[src/rtl/time_counter_module_pkg.sv]
// ---------------------------------------------------------------------------
// time_counter_module_pkg
//
// Purpose:
//    Shared constants and types for the time-of-day counter and its
//    neighbours. The AM/PM decoder imports HOUR_NOON and is_pm() from here, so
//    the noon boundary is defined in exactly one place.
//
// Contents:
//    TIME_W                      width of every time field (sec/min/hour)
//    SEC_MOD, MIN_MOD, HOUR_MOD  field moduli
//    HOUR_NOON                   first PM hour
//    time_fields_t               packed bundle of the three fields
//    is_pm()                     AM/PM classification of a 24-hour value
// ---------------------------------------------------------------------------
package time_counter_module_pkg;

   localparam int TIME_W    = 6;
   localparam int SEC_MOD   = 60;
   localparam int MIN_MOD   = 60;
   localparam int HOUR_MOD  = 24;
   localparam int HOUR_NOON = 12;

   typedef struct packed {
      logic [TIME_W-1:0] hour;
      logic [TIME_W-1:0] min;
      logic [TIME_W-1:0] sec;
   } time_fields_t;

   // Hours 12..23 are PM in 24-hour format.
   function automatic logic is_pm(input logic [TIME_W-1:0] hour);
      return (hour >= TIME_W'(HOUR_NOON));
   endfunction

endpackage : time_counter_module_pkg

[src/rtl/time_counter_module_mod_counter.sv]
// ---------------------------------------------------------------------------
// mod_counter
//
// Purpose:
//    Registered modulo-MOD counter used for the seconds, minutes and hours
//    fields. Counts 0..MOD-1 and wraps to 0.
//
// Ports:
//    clk    in   system clock, posedge
//    reset  in   asynchronous active-low reset, clears value
//    inc    in   advance value by one (mod MOD) on the next edge
//    clr    in   force value to zero on the next edge; wins over inc
//    value  out  registered count, 0..MOD-1
//    carry  out  combinational: inc is asserted while value is MOD-1, so the
//                next edge wraps; used to chain the next field
// ---------------------------------------------------------------------------
module mod_counter
   import time_counter_module_pkg::*;
#(
   parameter int MOD = 60,
   parameter int W   = TIME_W
) (
   input  logic         clk,
   input  logic         reset,
   input  logic         inc,
   input  logic         clr,
   output logic [W-1:0] value,
   output logic         carry
);

   localparam logic [W-1:0] LAST = W'(MOD - 1);

   logic [W-1:0] value_q;
   logic [W-1:0] value_d;
   logic         at_last;

   // Next-value logic: clear has priority, otherwise increment with wrap.
   always_comb begin
      value_d = value_q;
      at_last = (value_q == LAST);
      if (clr) begin
         value_d = '0;
      end else if (inc) begin
         value_d = at_last ? '0 : value_q + 1'b1;
      end
   end

   always_ff @(posedge clk or negedge reset) begin
      if (!reset) begin
         value_q <= '0;
      end else begin
         value_q <= value_d;
      end
   end

   assign value = value_q;
   assign carry = inc && at_last;

endmodule : mod_counter

[src/rtl/time_counter_module.sv]
// ---------------------------------------------------------------------------
// time_counter_module
//
// Purpose:
//    Real-time-of-day counter for the board clock display. Divides the system
//    clock down to a 1 Hz strobe and keeps seconds, minutes and hours in
//    24-hour format. With run_en low the time is held and can be adjusted by
//    debounced single-cycle button pulses.
//
// Ports:
//    clk       in   system clock, posedge
//    reset     in   asynchronous active-low reset
//    run_en    in   1 = time runs, 0 = hold/set mode
//    inc_min   in   pulse, minute +1 (no carry), set mode only
//    inc_hour  in   pulse, hour +1, set mode only
//    clr_sec   in   pulse, clear seconds and prescaler, set mode only
//    sec       out  seconds 0..59 (registered)
//    min       out  minutes 0..59 (registered)
//    hour      out  hours 0..23 (registered), feeds the AM/PM decoder as-is
//    tick_1hz  out  one-cycle pulse, valid together with the updated time
// ---------------------------------------------------------------------------
module time_counter_module
   import time_counter_module_pkg::*;
#(
   parameter int CLK_HZ = 50000000
) (
   input  logic              clk,
   input  logic              reset,
   input  logic              run_en,
   input  logic              inc_min,
   input  logic              inc_hour,
   input  logic              clr_sec,
   output logic [TIME_W-1:0] sec,
   output logic [TIME_W-1:0] min,
   output logic [TIME_W-1:0] hour,
   output logic              tick_1hz
);

   // A 1-bit counter is still needed when CLK_HZ==1 ($clog2(1)==0).
   localparam int               DIV_W    = (CLK_HZ > 1) ? $clog2(CLK_HZ) : 1;
   localparam logic [DIV_W-1:0] DIV_LAST = DIV_W'(CLK_HZ - 1);

   logic [DIV_W-1:0] div_cnt_q;
   logic [DIV_W-1:0] div_cnt_d;
   logic             tick_1hz_q;
   logic             tick_1hz_d;
   logic             strobe;
   logic             set_mode;

   logic             sec_inc;
   logic             sec_clr;
   logic             sec_carry;
   logic             min_inc;
   logic             min_carry;
   logic             hour_inc;
   logic             hour_carry;

   // Prescaler. Held at zero outside run mode, so the first strobe after
   // run_en rises lands exactly CLK_HZ edges later. clr_sec only acts in set
   // mode, where the counter is already being forced to zero.
   always_comb begin
      set_mode   = !run_en;
      strobe     = run_en && (div_cnt_q == DIV_LAST);
      div_cnt_d  = div_cnt_q + 1'b1;
      if (set_mode || strobe) begin
         div_cnt_d = '0;
      end
      tick_1hz_d = strobe;
   end

   // Field enables. Strobe and button pulses are mutually exclusive by
   // run_en, so each enable is a simple OR of the two sources. The hour only
   // takes the minute carry on a running strobe; an inc_min wrap in set mode
   // must not touch the hour even though min_carry fires then too.
   always_comb begin
      sec_inc  = strobe;
      sec_clr  = set_mode && clr_sec;
      min_inc  = (strobe && sec_carry) || (set_mode && inc_min);
      hour_inc = (strobe && sec_carry && min_carry) || (set_mode && inc_hour);
   end

   always_ff @(posedge clk or negedge reset) begin
      if (!reset) begin
         div_cnt_q  <= '0;
         tick_1hz_q <= 1'b0;
      end else begin
         div_cnt_q  <= div_cnt_d;
         tick_1hz_q <= tick_1hz_d;
      end
   end

   mod_counter #(.MOD(SEC_MOD), .W(TIME_W)) u_sec (
      .clk   (clk),
      .reset (reset),
      .inc   (sec_inc),
      .clr   (sec_clr),
      .value (sec),
      .carry (sec_carry)
   );

   mod_counter #(.MOD(MIN_MOD), .W(TIME_W)) u_min (
      .clk   (clk),
      .reset (reset),
      .inc   (min_inc),
      .clr   (1'b0),
      .value (min),
      .carry (min_carry)
   );

   mod_counter #(.MOD(HOUR_MOD), .W(TIME_W)) u_hour (
      .clk   (clk),
      .reset (reset),
      .inc   (hour_inc),
      .clr   (1'b0),
      .value (hour),
      .carry (hour_carry)
   );

   assign tick_1hz = tick_1hz_q;

   // Range invariants on every cycle out of reset.
   a_sec_range: assert property (@(posedge clk) disable iff (!reset)
      sec < TIME_W'(SEC_MOD));
   a_min_range: assert property (@(posedge clk) disable iff (!reset)
      min < TIME_W'(MIN_MOD));
   a_hour_range: assert property (@(posedge clk) disable iff (!reset)
      hour < TIME_W'(HOUR_MOD));

   // The tick is a single-cycle pulse unless the prescaler divides by one.
   a_tick_single: assert property (@(posedge clk) disable iff (!reset)
      tick_1hz |=> (!tick_1hz || (CLK_HZ == 1)));

   // Any hour wrap, running or set, must land on hour zero.
   a_hour_wrap: assert property (@(posedge clk) disable iff (!reset)
      hour_carry |=> (hour == '0));

endmodule : time_counter_module

[config.mk]
export PLATFORM = sky130hd
export DESIGN_NAME = time_counter_module
export DESIGN_NICKNAME = d
export VERILOG_FILES = /design/src/rtl/time_counter_module_pkg.sv /design/src/rtl/time_counter_module_mod_counter.sv /design/src/rtl/time_counter_module.sv
export SDC_FILE = /design/constraint.sdc
export NUM_CORES = 1
export LEC_CHECK = 0
export BUFFER_PORTS_ARGS = -buffer_cell sky130_fd_sc_hd__buf_2
export CAP_MARGIN = 20
export CELL_PAD_IN_SITES_DETAIL_PLACEMENT = 0
export CELL_PAD_IN_SITES_GLOBAL_PLACEMENT = 2
export CORE_ASPECT_RATIO = 1.75
export CORE_UTILIZATION = 34
export CTS_CLUSTER_SIZE = 10
export DETAILED_ROUTE_END_ITERATION = 16
export PLACE_DENSITY_LB_ADDON = 0.1
export SYNTH_ARGS = -nofsm -noshare
export SYNTH_HDL_FRONTEND = slang
export SYNTH_SLANG_ARGS = --single-unit
[constraint.sdc]
create_clock -name clk -period 2.4 [get_ports clk]
set_input_delay 0.48 -clock clk [delete_from_list [all_inputs] [get_ports clk]]
set_output_delay 0.48 -clock clk [all_outputs]
set_load 0.02 [all_outputs]
* Word-level counts from Yosys, hierarchy flattened
Index checks and enable logic that the tools add are counted.
Cells by class: add/sub/neg operators 4, equality and inequality tests 4, multiplexer cells 6, reductions and logical operators 13
Operator list (count):
- 6-bit two-way mux | 5
- 26-bit by 1-bit adder with 26-bit output, second input constant | 1
- 26-bit equality test, second input constant | 1
- 26-bit two-way mux | 1
- 6-bit by 1-bit adder with 6-bit output, second input constant | 3
- 6-bit equality test, second input constant | 2
- 1-bit logical AND | 8
- 6-bit by 5-bit equality test with 1-bit output, second input constant | 1
- 1-bit logical OR | 3
- 2-bit nonzero test | 1
- 1-bit logical NOT | 1
Word-level totals: flip-flop bits (word level) 45, output and inout bits 19, word-level logic and storage cells 32

* Logic depth before layout (Yosys ltp)
depth in word-level cells 8, mapped depth 8, mapped depth without buffers 6

* Hierarchy
A second synthesis with hierarchy kept.
Unflattened totals: cell total of the unflattened synthesis 247, area total of the unflattened synthesis 2428.6 µm²
Modules (own cells, without submodules):
- time_counter_module | instances 1, cells an instance 154, area each 1478.9 µm²
- mod_counter at u_min ... | instances 2, cells an instance 33, area each 329.1 µm²
- mod_counter at u_hour | instances 1, cells an instance 27, area each 291.5 µm²

* Worst setup path after synthesis
Ideal clock, no wire load.
path kind reg2reg, from register div_cnt_q[11], to register u_min.value_q[0], in the netlist u_min.value[0], setup time 0.125 ns, data arrival time 2.182 ns, data required time 2.275 ns, path slack 0.093 ns, stages on the path, launching flop included 7, path buffers 1, cell sequence dfrtp_1 or4_4 or3_4 nor4_4 or2_1 buf_6 mux2_4
On the way: cells in the longest elaborated chain, start to end 5
RTL lines:
- from (decl) | RTL line time_counter_module.sv:43 | logic [DIV_W-1:0] div_cnt_q;
- from (signal assigned) | RTL line time_counter_module.sv:87 | div_cnt_q <= div_cnt_d;
- 26-bit equality test (*) | RTL line time_counter_module.sv:63 | strobe = run_en && (div_cnt_q == DIV_LAST);
- 1-bit logical AND (*) | RTL line time_counter_module.sv:63
- 1-bit logical AND | RTL line time_counter_module_mod_counter.sv:57 | assign carry = inc && at_last;
- 1-bit logical AND (*) | RTL line time_counter_module.sv:78 | min_inc = (strobe && sec_carry) || (set_mode && inc_min);
- 1-bit logical OR (*) | RTL line time_counter_module.sv:78
- to (signal assigned) | RTL line time_counter_module_mod_counter.sv:52 | value_q <= value_d;
- to (decl) | RTL line time_counter_module_mod_counter.sv:33 | logic [W-1:0] value_q;
Mark *: on every way between the ends. The rest lies on a longest branch, timed or not. A chain may end at the register's enable or synchronous reset.

* Final worst setup path
from register div_cnt_q[8], to register u_sec.value_q[4], in the netlist u_sec.value[4]
On the way: cells in the longest elaborated chain, start to end 3
RTL lines (RTL line):
- 26-bit equality test | time_counter_module.sv:63
- 1-bit logical AND | time_counter_module.sv:63
- 2-bit nonzero test (no source line)
- to (signal assigned) | time_counter_module_mod_counter.sv:52
- to (decl) | time_counter_module_mod_counter.sv:33
No other way between the ends.

==> PnR_summary.wiki <==
{| class="wikitable"
! Metric !! Value
|-
| Crit Path Max Fanout || 5
|-
| Count of yosys warnings during synthesis || 0
|-
| Most frequent cell after synthesis || sky130_fd_sc_hd__dfrtp_1
|-
| Share of synthesized registers carrying an async set or reset || 1.00
|-
| Top Ports || 25
|-
| Length in cells of the worst reg-to-reg path || 5
|-
| Endpoint of the worst setup timing path || u_sec.value[4]$_DFFE_PN0P_
|-
| CTS HTree Levels || 2
|-
| Worst R2R Start || div_cnt_q[8]$_DFF_PN0_
|-
| Largest voltage drop on the vdd net || 290 uV
|-
| Result of the run || completed
|-
| Critical path type || reg -> reg
|-
| Most used standard cells in the synthesized netlist || 45 x sky130_fd_sc_hd__dfrtp_1, 38 x sky130_fd_sc_hd__nor2_1, 18 x sky130_fd_sc_hd__xnor2_1
|-
| Number of flops mapped to enable cells by yosys || 0
|-
| Worst Clk Skew || around 0.0019 ns
|-
| Clock latency on the worst-skew pair || 0.29 ns
|-
| PnR Total Power || ~2.1 mW
|-
| Data arrival, critical path || 2.43 ns
|-
| Minimum setup slack after placement || between 0.1 and 0.15 ns
|-
| Launch point of the critical path || div_cnt_q[8]$_DFF_PN0_
|-
| Clock buffer count from CTS || 5
|-
| Final cycle utilization of the critical path || 0.948
|-
| CTS clk-pin slew, worst paths || 0.06 ns
|-
| Top FF cell, synth || sky130_fd_sc_hd__dfrtp_1
|-
| Nets in the synthesized netlist || 249
|-
| Master cell of the clock root buffer || sky130_fd_sc_hd__clkbuf_16
|-
| Fraction of layout instances using a drive strength above 1 || 0.212
|-
| Total global routing overflow || 0
|-
| Average cell area after synthesis || 9.94 um2
|-
| Remaining antenna violation count || 0
|-
| Post-synthesis register bit count || between 40 and 50
|-
| Synth-to-layout area growth || 19.5%
|-
| Detailed placer's ending HPWL || 4380 um
|-
| Number of antenna violations at the first check in global routing || 0
|-
| Ordered list of cells on the worst path || or4_4 -> or3_4 -> or2_2 -> o311ai_1 -> o31ai_1
|-
| Antenna cell count || 0
|-
| DR vias || between 1500 and 2000
|-
| Final critical path time including I/O delays and setup || 2.27 ns
|-
| Crit Reg-Reg Endpoint || u_sec.value[4]$_DFFE_PN0P_
|-
| Number of buffers added on ports || 24
|-
| Final RePlAce weighted congestion || around 0.77
|-
| Flop2flop setup slack || approximately 0.13 ns
|-
| # clock sinks || 45
|-
| Final setup violation count || 0
|-
| Wire length of the first global-routing pass || just under 10000 um
|-
| Vias per std cell || 5.24
|-
| Transition time at the pin with the least slew margin || 0.442 ns
|-
| Final nets || 292
|-
| Final worst hold slack || 0.0673 ns
|-
| Routed length per placed instance || 15.7 um
|-
| Placeable Area || approximately 7000 um2
|-
| Number of global-route vias before repair || 1999
|-
| # Post-CTS Setup Buffers || 0
|-
| Filler Cell Count || 711
|-
| Startpoint type of the worst setup path || flip-flop
|-
| Count of hold-fix buffers inserted at cts || 0
|-
| Highest cell delay on the worst timing path || 0.53 ns
|-
| Cell area after technology mapping || 2380 um2
|-
| Max Transition Viols Final || 0
|-
| Library cell with the largest summed area after synthesis || sky130_fd_sc_hd__dfrtp_1
|-
| DR DRC count || 0
|-
| Chip height || 113 um
|-
| Cell variety after synth || 42
|-
| First-pass iteration count of the detailed router || 4
|-
| Top area cells in the synthesized netlist || sky130_fd_sc_hd__dfrtp_1 47%, sky130_fd_sc_hd__xnor2_1 6.6%, sky130_fd_sc_hd__nor2_1 6.0%
|-
| Cell count after synthesis || 239
|-
| Static leakage || 1.23 nW
|-
| Area fraction of the dominant cell type after synthesis || 0.474
|-
| Critical Path End Type || flip-flop
|-
| Max clock buf depth || 2
|-
| Standard cell with the maximum stage delay on the critical path || sky130_fd_sc_hd__or4_4
|-
| Unrepaired setup endpoints after global routing || false
|-
| Post-CTS sizing || 0
|-
| Number of rows in the core area || 40
|-
| Max-cap viol count || 0
|-
| TritonCTS clock tree || built
|-
| Effective utilization at floorplan || 0.349
|-
| Data required time at the worst endpoint || 2.56 ns
|-
| Die X-Extent || 65.2 um
|-
| Maximum number of pins on one net before global-route repair || 25
|-
| Power density cells || ~760 nW/um2
|-
| Maximum clock rate || 440 MHz
|-
| Normalized max-slew margin || 0.701
|-
| Routed Wire Length || 5770 um
|-
| Count of endpoints failing hold in the final timing report || 0
|-
| Fraction of the yosys area taken by sequential cells || 0.474
|-
| GRT Total Usage || 0.176
|-
| Min-delay worst type || in -> async
|-
| Final setup TNS || 0 ns
|-
| Final setup slack of the worst path || 0.125 ns
|-
| Initial DRC count || 46
|-
| Floorplan die area || 7340 um2
|}
==> logic make-up after synthesis <==
| group | count (synthesis) | synth area share |
|---|---|---|
| adders and majority gates | 4 | 0.0211 |
| DFF | 45 | 0.474 |
| AOI/OAI and AO/OA | 26 | 0.0700 |
| xor gates and xnor gates | 26 | 0.0958 |
| buffers and inverters | 10 | 0.0221 |
| and+or+nand+nor | 122 | 0.285 |
| muxes | 6 | 0.0316 |
==> cell type report <==
| cell class | instances | area (um2) | area share |
|---|---|---|---|
| tap | 84 | 105 | 0.0370 |
| inverter | 6 | 22.5 | 0.00793 |
| sequential | 45 | 1130 | 0.396 |
| timing repair buffer | 40 | 253 | 0.0890 |
| clock buffer | 8 | 136 | 0.0480 |
| multi-input combinational | 184 | 1200 | 0.422 |
==> report_power, final <==
part	switching [mW]	internal, mW	leakage [nW]	total [mW]
sequential	0.128	0.855	0.608	0.983
clock	0.279	0.388	0.0652	0.666
combinational	0.278	0.218	0.560	0.496
total	0.685	1.46	1.23	2.15
==> critical path: cells and delay by family, from the launching register on <==
family           cells  cell delay [ns]
flip-flops           1             0.42
AO/OA/AOI/OAI        2             0.41
AND/OR/NAND/NOR      3             1.31
==> sequential cells by signal (all words and copies together) (netlist names) <==
name / count
div_cnt_q: 26
u_sec.value: 6
u_min.value: 6
tick_1hz: 1
u_hour.value: 6
==> metal layers <==
| metal | vias up | track usage | part of all wire |
|---|---|---|---|
| met5 | - | 0 | 0 |
| met4 | 0 | 0.0812 | 0.025 |
| met3 | 11 | 0.0366 | 0.026 |
| met2 | 29 | 0.331 | 0.57 |
| met1 | 948 | 0.177 | 0.38 |
| li1 | 936 | - | - |
==> per-stage QoR <==
step	utilization	std cells	area, um2
floorplan	-	239	2380
global placement	0.396	358	2700
detailed placement	0.396	358	2700
CTS	0.416	366	2830
global route	0.417	367	2840
finish	0.417	367	2840
==> layout by cell type (no fill, tap or decap), types with 2 or more instances in the layout <==
cell,netlist,routed
sky130_fd_sc_hd__inv_1,6,6
sky130_fd_sc_hd__nor4b_1,2,2
sky130_fd_sc_hd__or2_2,4,4
sky130_fd_sc_hd__mux2_4,2,2
sky130_fd_sc_hd__o21ai_0,8,8
sky130_fd_sc_hd__mux2_2,4,4
sky130_fd_sc_hd__nor4bb_1,3,3
sky130_fd_sc_hd__buf_4,2,15
sky130_fd_sc_hd__o21ai_1,2,2
sky130_fd_sc_hd__ha_1,4,4
sky130_fd_sc_hd__nor2b_1,2,2
sky130_fd_sc_hd__and4_1,4,4
sky130_fd_sc_hd__a22o_1,4,4
sky130_fd_sc_hd__nor4_4,2,2
sky130_fd_sc_hd__and2_1,3,3
sky130_fd_sc_hd__buf_2,0,24
sky130_fd_sc_hd__nor2_1,38,38
sky130_fd_sc_hd__dfrtp_1,45,45
sky130_fd_sc_hd__nand2_1,15,15
sky130_fd_sc_hd__nand4_1,8,8
sky130_fd_sc_hd__xnor2_1,18,18
sky130_fd_sc_hd__clkbuf_1,1,3
sky130_fd_sc_hd__or3_1,2,2
sky130_fd_sc_hd__nor4_1,3,3
sky130_fd_sc_hd__nor3b_1,2,2
sky130_fd_sc_hd__o31ai_1,3,3
sky130_fd_sc_hd__nand3_1,14,14
sky130_fd_sc_hd__a21oi_1,4,4
sky130_fd_sc_hd__xor2_1,8,8
sky130_fd_sc_hd__nor3_1,8,8
sky130_fd_sc_hd__clkbuf_16,0,5
sky130_fd_sc_hd__and3_1,6,6
==> how the worst min path moves through the flow <==
| stage | start | endpoint | slack [ns] | cells past startpoint |
|---|---|---|---|---|
| final | reset | u_sec.value[3]$_DFFE_PN0P_ | 0.07 | 1 |
| after global routing | reset | u_sec.value[3]$_DFFE_PN0P_ | 0.09 | 1 |
| after CTS | reset | u_sec.value[5]$_DFFE_PN0P_ | 0.07 | 1 |
| after detailed placement | reset | u_sec.value[5]$_DFFE_PN0P_ | 0.38 | 1 |
| after global placement | reset | u_sec.value[5]$_DFFE_PN0P_ | 0.38 | 1 |
| after floorplan | reset | div_cnt_q[0]$_DFF_PN0_ | 0.18 | 0 |
No activity file was read; power rests on OpenSTA's default activity.
